## src/rtl/rsa_pkg.sv

```systemverilog
// Shared widths, controller state encoding and a small state helper for the
// modular-exponentiation datapath.
package rsa_pkg;

  localparam int WIDTH  = 32;
  localparam int PWIDTH = 2 * WIDTH;

  localparam logic [3:0] S_IDLE     = 4'd0;
  localparam logic [3:0] S_RED_REQ  = 4'd1;
  localparam logic [3:0] S_RED_WAIT = 4'd2;
  localparam logic [3:0] S_STEP     = 4'd3;
  localparam logic [3:0] S_MUL_REQ  = 4'd4;
  localparam logic [3:0] S_MUL_WAIT = 4'd5;
  localparam logic [3:0] S_SQR_REQ  = 4'd6;
  localparam logic [3:0] S_SQR_WAIT = 4'd7;
  localparam logic [3:0] S_FIN      = 4'd8;

  // True for the states that issue a reduction request to the responder.
  function automatic logic is_req(input logic [3:0] s);
    return (s == S_RED_REQ) || (s == S_MUL_REQ) || (s == S_SQR_REQ);
  endfunction

endpackage

```

## src/rtl/mul_unit.sv

```systemverilog
// Full-width unsigned WIDTH x WIDTH -> 2*WIDTH combinational multiplier.
module mul_unit
  import rsa_pkg::*;
#(
  parameter int WIDTH = rsa_pkg::WIDTH
) (
  input  logic [WIDTH-1:0]   a,
  input  logic [WIDTH-1:0]   b,
  output logic [2*WIDTH-1:0] p
);

  // Both operands widened first so the product is never truncated.
  assign p = {{WIDTH{1'b0}}, a} * {{WIDTH{1'b0}}, b};

endmodule

```

## src/rtl/modexp_ctrl.sv

```systemverilog
// Right-to-left square-and-multiply controller. Every product is reduced by
// an external modulo responder through the ld/done handshake.
module modexp_ctrl
  import rsa_pkg::*;
#(
  parameter int WIDTH = rsa_pkg::WIDTH
) (
  input  logic               clk,
  input  logic               rst,
  input  logic               start,
  input  logic [WIDTH-1:0]   base,
  input  logic [WIDTH-1:0]   exponent,
  input  logic [WIDTH-1:0]   modulus,
  output logic [WIDTH-1:0]   result,
  output logic               busy,
  output logic               done,
  output logic               err,
  output logic               mod_ld,
  output logic [2*WIDTH-1:0] mod_a,
  output logic [2*WIDTH-1:0] mod_b,
  input  logic [2*WIDTH-1:0] mod_o,
  input  logic               mod_done
);

  localparam logic [WIDTH-1:0] ONE = WIDTH'(1);

  logic [3:0]         state, state_n;
  logic [WIDTH-1:0]   r, r_n;
  logic [WIDTH-1:0]   b, b_n;
  logic [WIDTH-1:0]   e, e_n;
  logic [WIDTH-1:0]   mul_x;
  logic [2*WIDTH-1:0] prod;
  logic               accept;
  logic               e_more;
  logic               unused_hi;

  // Remainders are always below the modulus, so the upper half is zero.
  assign unused_hi = ^mod_o[2*WIDTH-1:WIDTH];

  assign accept = (state == S_IDLE) && start;
  assign e_more = (e[WIDTH-1:1] != '0);

  // Multiply needs r*b; square (the only other product) needs b*b.
  assign mul_x = (state_n == S_MUL_REQ) ? r : b;

  mul_unit #(.WIDTH(WIDTH)) u_mul (
    .a (mul_x),
    .b (b),
    .p (prod)
  );

  // Next-state and next-datapath values.
  always_comb begin
    state_n = state;
    r_n     = r;
    b_n     = b;
    e_n     = e;
    case (state)
      S_IDLE: begin
        if (start) begin
          b_n = base;
          e_n = exponent;
          // m<=1 forces a zero result, so the accumulator starts at 0 there.
          r_n     = (modulus > ONE) ? ONE : '0;
          state_n = (modulus > ONE) ? S_RED_REQ : S_FIN;
        end
      end
      S_RED_REQ:  state_n = S_RED_WAIT;
      S_RED_WAIT: begin
        if (mod_done) begin
          b_n     = mod_o[WIDTH-1:0];
          state_n = (e == '0) ? S_FIN : S_STEP;
        end
      end
      S_STEP: begin
        if (e[0])        state_n = S_MUL_REQ;
        else if (e_more) state_n = S_SQR_REQ;
        else             state_n = S_FIN;
      end
      S_MUL_REQ:  state_n = S_MUL_WAIT;
      S_MUL_WAIT: begin
        if (mod_done) begin
          r_n     = mod_o[WIDTH-1:0];
          state_n = e_more ? S_SQR_REQ : S_FIN;
        end
      end
      S_SQR_REQ:  state_n = S_SQR_WAIT;
      S_SQR_WAIT: begin
        if (mod_done) begin
          b_n     = mod_o[WIDTH-1:0];
          e_n     = e >> 1;
          state_n = S_STEP;
        end
      end
      S_FIN:   state_n = S_IDLE;
      default: state_n = S_IDLE;
    endcase
  end

  // Working registers; they are always reloaded on an accepted start.
  always_ff @(posedge clk) begin
    r <= r_n;
    b <= b_n;
    e <= e_n;
  end

  // Control state and all registered outputs.
  always_ff @(posedge clk or posedge rst) begin
    if (rst) begin
      state  <= S_IDLE;
      busy   <= 1'b0;
      done   <= 1'b0;
      err    <= 1'b0;
      result <= '0;
      mod_ld <= 1'b0;
      mod_a  <= '0;
      mod_b  <= '0;
    end else begin
      state  <= state_n;
      busy   <= (state_n != S_IDLE);
      done   <= (state_n == S_FIN);
      mod_ld <= is_req(state_n);
      if (is_req(state_n)) begin
        mod_a <= (state_n == S_RED_REQ) ? {{WIDTH{1'b0}}, base} : prod;
      end
      if (accept) begin
        mod_b <= {{WIDTH{1'b0}}, modulus};
        err   <= (modulus == '0);
      end
      if (state_n == S_FIN) begin
        result <= r_n;
      end
    end
  end

endmodule
```

## config.mk

```make
export PLATFORM = sky130hd
export DESIGN_NAME = modexp_ctrl
export DESIGN_NICKNAME = d
export VERILOG_FILES = /design/src/rtl/rsa_pkg.sv /design/src/rtl/mul_unit.sv /design/src/rtl/modexp_ctrl.sv
export SDC_FILE = /design/constraint.sdc
export NUM_CORES = 2
export LEC_CHECK = 0
export BUFFER_PORTS_ARGS = -buffer_cell sky130_fd_sc_hd__clkbuf_2
export CORE_MARGIN = 2
export CORE_UTILIZATION = 45
export DETAILED_ROUTE_END_ITERATION = 6
export PLACE_DENSITY = 0.64
export SYNTH_ARGS = -nofsm -noshare
export SYNTH_HDL_FRONTEND = slang
export SYNTH_SLANG_ARGS = --single-unit
```

## constraint.sdc

```tcl
create_clock -name clk -period 24.1 [get_ports clk]
set_input_delay 3.615 -clock clk [delete_from_list [all_inputs] [get_ports clk]]
set_output_delay 3.615 -clock clk [all_outputs]
set_load 0.005 [all_outputs]
```

==> metrics <==
residual DRC count=0; initial antenna violation count=6; Yosys top cell by area=fa_1; hold crit path type=reg -> reg; CTS Buffer Depth=3; Setup Fix Bufs, Post-CTS=0; overall global routing resource usage=25.9%; RSZ-0062 raised after global routing=false; worst skew pair latency=0.57 ns; die span in x=314 µm; Async S/R FF share, synth=58.6%; Syn-to-layout area delta=6.15%; max-slew violations=0; TritonCTS clock tree=yes; worst reg2reg setup slack=12.24 ns; Crit Path Category=in -> reg; delay-heaviest family, CP=adder cells; CP required=24.50 ns; crit start category=primary input; Detailed Route WL=123 mm; Ports=328; Remaining Overflow, GRT=0; Arr. time, crit path=15.27 ns; Yosys cell types=76; instance count on the critical path=31; Resized cells post-CTS=0; synthesized area=43,400 µm²; post-synthesis cell count=4,397; Vias/cell=5.37; final net count=5,787; worst r2r dst=mod_a[47]; TritonCTS Buffers=24; Worst-path clk slew=0.07 ns; hpwl dp=93.8 mm; mean cell area of the mapped netlist=9.86 µm²; WHS Path Cells=2; status=completed; Final Cycle Share=between 60 and 70%; Area contributors post-synth=fa_1, and2_1, dfrtp_1; Largest stage delay, worst path=1.00 ns; Hold EP=mod_a[5]; initial DRC count=2,019; drt wl/cell=21.4 µm; share of cells above drive strength 1=11.9%; die height=314 µm; Slew headroom=28.1%; FF+latch count, synth=~230; largest net degree at the start of global routing=84; drt pass-1 iters=5; H-Tree Depth=1; final hold vios=0; crit end category=flip-flop; first-pass GRT wire length=197 mm; register area share after synthesis=13.8%; Buf/Inv on CP=4; CP max stage cell=o41ai_1; Yosys warnings=0; Min Clock Period, post-route=14.87 ns; FP Rows=113; initial core utilization=45.5%; GPL Wtd Cong=between 0.8 and 0.9; vias in the first global route=33,569; Num Clock Sinks=232; final setup vio count=0; cts hold-fix bufs=0; IO Port Bufs=about 260; Max Cap Viol=0; Main synth FF type=dfrtp_1; Max Fanout on Critical Path=70; skew final=~0.022 ns; R2R cell count=30; Hold Crit Start=mod_a[5]; Reg2Reg Launch Point=state[1]; CTS root buf=clkbuf_16; Yosys top cell area share=around two fifths; Core Footprint=95,300 µm²; Worst Tran Pin Value=1.07 ns; cell repeated most along the worst path=fa_1; number of flops mapped to enable cells by yosys=64; setup TNS=0 ns; die area=98,800 µm²; WHS=0.502 ns; Max Clk Rate=0.0672 GHz; via count=30,909; ANT nets after route=0
state kept, by name, summed over array words and instances, names as in the netlist:
signal	cells
result	32
err	1
busy	1
b	32
e	32
mod_ld	1
done	1
state	4
r	32
mod_b	32
mod_a	64
cell usage after synthesis (9+ instances only):
cell type	n
fa_1	896
inv_1	862
and2_1	581
nand2_1	484
ha_1	263
clkbuf_1	160
dfrtp_1	136
mux2_2	133
a21oi_1	84
o21ai_0	77
edfxtp_1	64
nor2_1	59
buf_2	54
nand3_1	46
buf_6	45
xnor2_1	38
o22ai_1	34
buf_4	32
dfxtp_1	32
a22o_1	31
a21o_1	25
mux2_4	25
nand4_1	24
xor2_1	22
o21a_1	21
nor4_1	17
a31oi_1	15
o21ai_1	14
o21bai_1	13
buf_1	9
cell families (layout without fill, tap and decap cells):
logic type | count (synthesis) | after routing | share of synthesized area (%)
AND/OR/NAND/NOR | 1260 | 1260 | 15.0
XOR/XNOR | 60 | 60 | 1.21
multiplexers | 158 | 158 | 4.32
adder cells (fa/ha/maj) | 1159 | 1159 | 49.0
AO/OA/AOI/OAI | 365 | 365 | 5.42
buffers and inverters | 1162 | 1216 | 11.3
other | 1 | 37 | 0.00865
flip-flops | 232 | 232 | 13.8
per-stage QoR:
stage,area (µm²),utilization (%),cells,setup WS (ns)
finish,46000,48.3,5752,9.23
global route,46000,48.3,5751,8.80
CTS,46000,48.3,5747,9.28
detailed placement,45100,47.4,5703,8.74
global placement,45100,47.4,5703,8.79
floorplan,43500,-,4428,11.68
worst max-delay path by stage:
stage / startpoint / end / slack (ns)
global placement: modulus[23] / mod_a[47] / 8.79
floorplan: modulus[23] / mod_a[59] / 11.68
CTS: modulus[23] / mod_a[47] / 9.28
global route: modulus[23] / mod_a[47] / 8.80
finish: modulus[23] / mod_a[47] / 9.23
detailed placement: modulus[23] / mod_a[47] / 8.74
cells in the final DEF (no fill, tap or decap), types with 34 or more instances in the layout:
cell type and n:
fa_1 896, inv_1 861, and2_1 580, nand2_1 482, ha_1 263, clkbuf_2 263
dfrtp_1 136, mux2_2 133, a21oi_1 82, o21ai_0 76, edfxtp_1 64, nor2_1 58
buf_4 47, nand3_1 46, xnor2_1 38, o22ai_1 34
worst min-delay path, delay by kind of cell, from the launching register on:
family,cells,cell delay (ns)
DFF,1,0.35
and+or+nand+nor,2,0.12
cell type report:
type,instances,area [µm²]
inverter,862,3240
sequential,232,5970
multi-input combinational,3034,32700
timing repair buffer,310,1670
fill,9040,49300
antenna,5,12.5
clock buffer,33,686
tap,1265,1580
clock inverter,11,196
per-layer routing:
metal / track usage [%] / vias to the layer above / share of wire [%]
met1: 34.7 / 16138 / 41
met5: 0 / - / 0.011
li1: - / 13374 / -
met4: 9.42 / 2 / 4.2
met2: 42.5 / 1170 / 47
met3: 4.43 / 225 / 7.9
Power is left out: the tool's default activity adds up to more than one toggle a clock period on the data nets, which glitch-free logic cannot reach.
